`src/rtl/io_port_bridge.sv`:
```
// io_port_bridge: memory-side I/O bridge for the 16-bit pipelined processor.
// Processor stores are queued in a TX FIFO towards an external consumer and
// words from an external producer are queued in an RX FIFO for processor loads.
// Both sides use valid/ready handshakes.
//
// Build option: define IO_BRIDGE_STALL_EN to stall the processor (cpu_hold)
// on a store to a full TX FIFO or a load from an empty RX FIFO, instead of
// dropping the store / returning EMPTY_VALUE and setting the sticky flags.
module io_port_bridge #(
    parameter int          DEPTH       = 4,
    parameter logic [15:0] EMPTY_VALUE = 16'h0000
) (
    input  logic        clock,
    input  logic        rst,
    input  logic [15:0] write_out,
    input  logic        cpu_wr,
    input  logic        cpu_rd,
    output logic [15:0] read_in,
    output logic [15:0] tx_data,
    output logic        tx_valid,
    input  logic        tx_ready,
    input  logic [15:0] rx_data,
    input  logic        rx_valid,
    output logic        rx_ready,
    output logic        cpu_hold,
    output logic        overflow,
    output logic        underflow
);

    localparam int AW = (DEPTH > 1) ? $clog2(DEPTH) : 1;
    localparam int CW = AW + 1;
    localparam logic [CW-1:0] FULL_CNT = CW'(DEPTH);

    logic [15:0]   tx_mem [DEPTH];
    logic [AW-1:0] tx_wr_ptr, tx_rd_ptr;
    logic [CW-1:0] tx_count;
    logic [15:0]   rx_mem [DEPTH];
    logic [AW-1:0] rx_wr_ptr, rx_rd_ptr;
    logic [CW-1:0] rx_count;

    logic tx_full, tx_empty, rx_full, rx_empty;
    logic tx_push, tx_pop, rx_push, rx_pop;
    logic overflow_set, underflow_set;

    // Status and handshake decode from the registered counts.
    always_comb begin
        tx_full  = (tx_count == FULL_CNT);
        tx_empty = (tx_count == '0);
        rx_full  = (rx_count == FULL_CNT);
        rx_empty = (rx_count == '0);
        tx_valid = !tx_empty;
        rx_ready = !rx_full;
        tx_pop   = tx_valid && tx_ready;
        // A full TX FIFO still takes a store when its head leaves this cycle.
        tx_push  = cpu_wr && (!tx_full || tx_pop);
        rx_push  = rx_valid && rx_ready;
        rx_pop   = cpu_rd && !rx_empty;
        tx_data  = tx_mem[tx_rd_ptr];
        read_in  = rx_empty ? EMPTY_VALUE : rx_mem[rx_rd_ptr];
    end

`ifdef IO_BRIDGE_STALL_EN
    // Blocked accesses are held off; push/pop qualifiers already exclude them.
    always_comb begin
        cpu_hold      = (cpu_wr && tx_full && !tx_pop) || (cpu_rd && rx_empty);
        overflow_set  = 1'b0;
        underflow_set = 1'b0;
    end
`else
    // Blocked accesses complete immediately and are recorded in sticky flags.
    always_comb begin
        cpu_hold      = 1'b0;
        overflow_set  = cpu_wr && tx_full && !tx_pop;
        underflow_set = cpu_rd && rx_empty;
    end
`endif

    // FIFO storage; contents need no reset since counts gate visibility.
    always_ff @(posedge clock) begin
        if (!rst && tx_push) tx_mem[tx_wr_ptr] <= write_out;
        if (!rst && rx_push) rx_mem[rx_wr_ptr] <= rx_data;
    end

    // TX pointers and occupancy.
    always_ff @(posedge clock) begin
        if (rst) begin
            tx_wr_ptr <= '0;
            tx_rd_ptr <= '0;
            tx_count  <= '0;
        end else begin
            if (tx_push) tx_wr_ptr <= tx_wr_ptr + AW'(1);
            if (tx_pop)  tx_rd_ptr <= tx_rd_ptr + AW'(1);
            case ({tx_push, tx_pop})
                2'b10:   tx_count <= tx_count + CW'(1);
                2'b01:   tx_count <= tx_count - CW'(1);
                default: tx_count <= tx_count;
            endcase
        end
    end

    // RX pointers and occupancy.
    always_ff @(posedge clock) begin
        if (rst) begin
            rx_wr_ptr <= '0;
            rx_rd_ptr <= '0;
            rx_count  <= '0;
        end else begin
            if (rx_push) rx_wr_ptr <= rx_wr_ptr + AW'(1);
            if (rx_pop)  rx_rd_ptr <= rx_rd_ptr + AW'(1);
            case ({rx_push, rx_pop})
                2'b10:   rx_count <= rx_count + CW'(1);
                2'b01:   rx_count <= rx_count - CW'(1);
                default: rx_count <= rx_count;
            endcase
        end
    end

    // Sticky error flags, cleared only by reset.
    always_ff @(posedge clock) begin
        if (rst) begin
            overflow  <= 1'b0;
            underflow <= 1'b0;
        end else begin
            if (overflow_set)  overflow  <= 1'b1;
            if (underflow_set) underflow <= 1'b1;
        end
    end

endmodule
```
`config.mk`:
```
export PLATFORM = sky130hd
export DESIGN_NAME = io_port_bridge
export DESIGN_NICKNAME = d
export VERILOG_FILES = /design/src/rtl/io_port_bridge.sv
export SDC_FILE = /design/constraint.sdc
export NUM_CORES = 1
export LEC_CHECK = 0
export CORE_UTILIZATION = 50
export CTS_CLUSTER_DIAMETER = 40
export DETAILED_ROUTE_END_ITERATION = 8
export PLACE_DENSITY = 0.71
export SYNTH_ARGS = -nofsm -noshare
export SYNTH_HDL_FRONTEND = slang
export SYNTH_SLANG_ARGS = --single-unit
```
`constraint.sdc`:
```
create_clock -name clock -period 2.63 [get_ports clock]
set_clock_uncertainty 0.05 [all_clocks]
set_input_delay 0.3945 -clock clock [delete_from_list [all_inputs] [get_ports clock]]
set_output_delay 0.3945 -clock clock [all_outputs]
set_load 0.05 [all_outputs]
```
After elaboration in Yosys (flattened, before gate mapping)
Memory sizes are Yosys's and may differ from the RTL's. A register that Yosys moved wholly into a read port is not among the register bits.
Index checks and enable logic that the tools add are counted.
Widths: inputs -> output; s select.
Word-level totals
  register bits after elaboration: 16
  memory bits (writable): 128
  bits of input ports: 38
  output and inout port bits: 37
  word-level logic and storage cells: 55
  memories kept: 2
Memory list
  rx_mem: words 4, bits a word 16, rd ports 1, clocked after memory_dff 1, write ports 1, RTL line 37  | logic [15:0] rx_mem [DEPTH];
  tx_mem: words 4, bits a word 16, rd ports 1, clocked after memory_dff 1, write ports 1, RTL line 34  | logic [15:0] tx_mem [DEPTH];
Operators by class
  add/sub/neg operators: 8
  equality and inequality tests: 6
  mux-type cells: 11
  reductions and logical operators: 20
Operators with widths (number)
  $mux 16: 1
  $pmux 3 s2: 2
  $logic_and 1x1->1: 9
  $add 2x1->2 const B: 4
  $mux 2: 4
  $add 3x1->3 const B: 2
  $eq 3x3->1 const B: 2
  $logic_not 1->1: 6
  $logic_not 3->1: 2
  $sub 3x1->3 const B: 2
  $eq 2x1->1 const B: 2
  $eq 2x2->1 const B: 2
  $mux 1: 4
  $reduce_bool 2->1: 2
  $logic_or 1x1->1: 1

Logic depth before layout (Yosys ltp)
  depth after elaboration: 8
  depth in mapped cells: 9
  depth with buffers taken out: 9

Least setup slack after synthesis
No wires, ideal clock.
  path type: flip-flop to flip-flop
  from: register rx_count[2]
  to: register rx_count[2]
  setup time: 0.070 ns
  data arrival time: 2.341 ns
  required time: 2.510 ns
  slack: 0.169 ns
  stages on the path, launching flop included: 10
  buffers on the path: 0
  cell sequence: dfxtp_1 > nor3b_1 > inv_1 > nand2_1 > ha_1 > inv_1 > fa_1 > xor2_1 > or3_1 > a21oi_1
Between the ends
  cells in the longest elaborated chain, start to end: 5
  elaborated cells between the ends (all ways): 12
Ends and longest elaborated chain
  start, declared: RTL line 39  | logic [CW-1:0] rx_count;
  start signal, assigned: RTL line 111  | 2'b10: rx_count <= rx_count + CW'(1);
  start signal, assigned: RTL line 112  | 2'b01: rx_count <= rx_count - CW'(1);
  start signal, assigned: RTL line 113  | default: rx_count <= rx_count;
  $eq 3x3->1 *: RTL line 49  | rx_full = (rx_count == FULL_CNT);
  $logic_not 1->1 *: RTL line 52  | rx_ready = !rx_full;
  net rx_ready: RTL line 24  | output logic rx_ready,
  $logic_and 1x1->1 *: RTL line 56  | rx_push = rx_valid && rx_ready;
  $eq 2x1->1 / $eq 2x2->1 (equally long branches): RTL line 110  | case ({rx_push, rx_pop})
  $pmux 3 s2 / $reduce_bool 2->1 (equally long branches)
Mark *: on every way through the listed nets, which the timed path passes. The rest lies on a longest branch.
A chain may end at the register's enable or synchronous reset.

Worst setup path in the final report
  from: register rx_count[2]
  to: register rx_count[2]
Between the ends
  cells in the longest elaborated chain, start to end: 5
  elaborated cells between the ends (all ways): 12
Ends and longest elaborated chain (RTL line)
  $eq 3x3->1 / $logic_not 3->1 (equally long branches): 49, 50
  $logic_not 1->1 (on tied branches): 52, 57
  $logic_and 1x1->1 (on tied branches): 56, 57
  $eq 2x1->1 / $eq 2x2->1 (equally long branches): 110
  $pmux 3 s2 / $reduce_bool 2->1 (equally long branches)
Several ways; a longest one is shown, not always the timed one.

==> impl_results.md <==
* Status: complete, but fails checks
* Failing checks: DRC
* DPL Wire Length at 6223 um
* # setup viols final at 0
* Int Pwr at 4876 uW
* Count of buffer and inverter cells on the critical path at 2
* Req. time, crit path at 2920 ps
* Area Overhead vs Synth at 24.57%
* # diodes at 0
* Global-route wire length before repair at 15,990 um
* Mean Syn Cell Area at 19.14 um^2
* CTS tree: built
* Met3 Usage GRT at 5.905%
* DR vias at 3,009
* Startpoint types: flip-flop
* Yosys reg bits at 148
* GRT busiest layer: met2
* Maximum VDD drop at 0.0005407 V
* Setup WS post-layout at 181.7 ps
* Psw at 2332 uW
* Fin crit period at 2448 ps
* CP top delay family: simple AND/OR/NAND/NOR gates
* Arrival @ worst endpoint at 2740 ps
* Pre-CTS setup slack at 188.5 ps
* PD cells at 972.1 nW/um^2
* Synth cell types at 39
* Cell area after synthesis at 5953 um^2
* Cells along the critical path: nor3b_1, inv_1, nand2_1, ha_1, inv_1, fa_1, xor2_1, or3_1, a21oi_1
* CP most frequent cell: inv_1
* Sw frac at 32.36%
* GR Util met1 at 20.71%
* Antenna-violating nets left at 0
* Sequential fraction of the synthesis area at 71.29%
* Crit-path slowest cell: dfxtp_1
* Leak Pwr at 0.002589 uW
* Layout net count at 453
* H-tree Lvls at 4
* CP Max Fanout at 6
* Post-CTS Setup Bufs at 0
* Drt first pass iters at 6
* Number of remaining DRC errors at 10
* Multi-input logic area at 1543 um^2
* Yosys warning count at 0
* Starting density of the core at 51.69%
* Antenna violations before repair at 0
* 1st-iter DRT viols at 122
* Worst-Margin Slew at 625.0 ps
* Port bufs at 73
* Combinational fraction of design power at 30.9%
* Hold buffers post-CTS at 0
* Max-slew violations at 0
* # clock sinks at 148
* Most common cell after layout, fill and taps aside: edfxtp_1
* Clock root buffer: clkbuf_16
* Total grt overflow at 0
* Post-DR vias/cell at 5.373
* Post-synth top flop: edfxtp_1
* Syn Inst Count at 311
* Rel. slew slack at 58.20%
* Wirelength per Cell at 17.79 um
* Mapped Nets at 360
* GPL Wtd Cong at 0.7321
* Storage element area at 4244 um^2
* Reg power frac at 38.6%
* Fmax at 0.4084 GHz
* Layout cells sized above 1 at 28.30%
* FP Rows at 39
* Hold Path Class: flip-flop to flip-flop
* Area share of the largest cell type after synthesis at 64.56%
* Critical path capture point type: flip-flop
* Die X-Extent at 111.1 um
* Met2 usage at 30.40%
* Pwr Total at 7209 uW
* Total Wirelength at 9965 um
* Fin util at 64.40%
* Most frequent cells in the layout: edfxtp_1 (128), buf_4 (44), clkdlybuf4s50_1 (40), mux4_2 (26), dfxtp_1 (20)
* Final-report hold violation count at 0
* WS Path Type: flip-flop to flip-flop
* Top Ports at 75
* Clk pwr share at 30.5%
* RSZ-0062 raised after global routing: false
* Tcrit/Tclk final at 93.09%
* Full die area at 12,350 um^2
* Clk pin slew, worst setup/hold paths at 60 ps
* Vias in the first global route at 3,172
* Largest net degree at the start of global routing at 17
* Overall routing resource usage at 17.62%
* # fillers at 808
* Max clock buf depth at 2
* CORE AREA at 11,520 um^2
* # Max-Cap Violations at 0
* Top post-synthesis cells by area: edfxtp_1 (65%), mux4_2 (9.8%), dfxtp_1 (6.7%)
* Post-synth EDFFs at 128
* Cts bufs inserted at 17
* Skew-Pair Late Insertion Delay at 410 ps
* Die height at 111.1 um
* Slowest cell delay on critical path at 450 ps
* Cell taking the most area after synthesis: edfxtp_1
* Setup TNS Final at 0 ps
* Ys async rst share at 0%
-- through the flow --
| step | instances | hold WS [ps] | area (um^2) |
|---|---|---|---|
| 3_3_place_gp | 528 | 414.1 | 6859 |
| 6_report | 560 | 429.4 | 7416 |
| 5_1_grt | 560 | 486.2 | 7416 |
| 2_1_floorplan | 311 | 433.7 | 5953 |
| 3_5_place_dp | 528 | 412.9 | 6859 |
| 4_1_cts | 560 | 432.0 | 7413 |
-- cell usage after synthesis, types with 2 or more instances --
library cell and n:
o2111ai_1 2, xor2_1 8, fa_1 2, and2b_1 3, buf_6 2, and2_1 8, buf_4 4, buf_2 5
inv_1 14, o21ai_0 5, clkbuf_1 3, edfxtp_1 128, mux4_2 26, nor2b_4 10, o31ai_1 3, o311ai_0 2
or3_1 4, nand3b_1 2, dfxtp_1 20, ha_1 9, mux4_1 6, nor2b_1 3, nor2_1 14, nor3_1 2
nand3_1 5, a21oi_1 8
-- cell type report --
cell class              count  share of cell area (%)
clock buffers              21                   6.513
flip-flops and latches    148                   57.23
multi-input cells         133                   20.80
clock inverters            11                  0.9617
repair buffers             90                   11.37
inverters                  14                  0.7086
well taps                 143                   2.413
-- worst paths after layout --
kind / from / slack (ps) / depth (start not counted) / end
worst max-delay path: rx_count[2]$_SDFFE_PP0P_ / 180 / 9 / rx_count[2]$_SDFFE_PP0P_
worst min-delay path: overflow$_SDFFE_PP0P_ / 430 / 2 / overflow$_SDFFE_PP0P_
worst max register to register: rx_count[2]$_SDFFE_PP0P_ / 180 / 9 / rx_count[2]$_SDFFE_PP0P_
worst min register to register: overflow$_SDFFE_PP0P_ / 430 / 2 / overflow$_SDFFE_PP0P_
-- power groups by stage --
stage                     sequential (uW)  clock, uW  combinational, uW
after global placement               2820          0               2220
final                                2780       2200               2230
after CTS                            2780       2250               2260
after detailed placement             2830          0               2250
after global routing                 2800       2340               2360
after floorplan                      2820          0               1670
-- metal layers --
metal  vias up  part of all wire [%]  routed length [um]
li1       1398                     -                   -
met1      1540                    42                4218
met2        59                    53                5259
met3        12                   3.6                 358
met4         0                   1.3                 129
met5         -                     0                   0
-- flip-flops by register name, summed over array words and instances, names as in the netlist, 2 cells and up, named ones only --
signal,cells
rx_mem,64
tx_mem,64
rx_count,3
tx_count,3
rx_rd_ptr,2
rx_wr_ptr,2
tx_rd_ptr,2
tx_wr_ptr,2
-- worst register-to-register path: stages, from the launching register on --
cell,delay (ps)
dfxtp_1,450
nor3b_1,400
inv_1,150
nand2_1,100
ha_1,180
inv_1,60
fa_1,370
xor2_1,160
or3_1,320
a21oi_1,140
-- what timing repair did --
action	CTS	global route
endpoints found under the setup margin	0	1
resized for setup	0	1
endpoints found under the hold margin	0	0
-- cell families after synthesis --
kind of cell | Yosys count | synth area share [%]
xor+xnor | 8 | 1.177
simple gates | 57 | 7.062
compound gates | 24 | 2.564
flops | 148 | 71.29
buf+inv | 30 | 2.795
other cells | 1 | 0.06299
fa+ha+maj | 11 | 2.564
mux | 32 | 12.48
No activity file was read; power rests on OpenSTA's default activity.
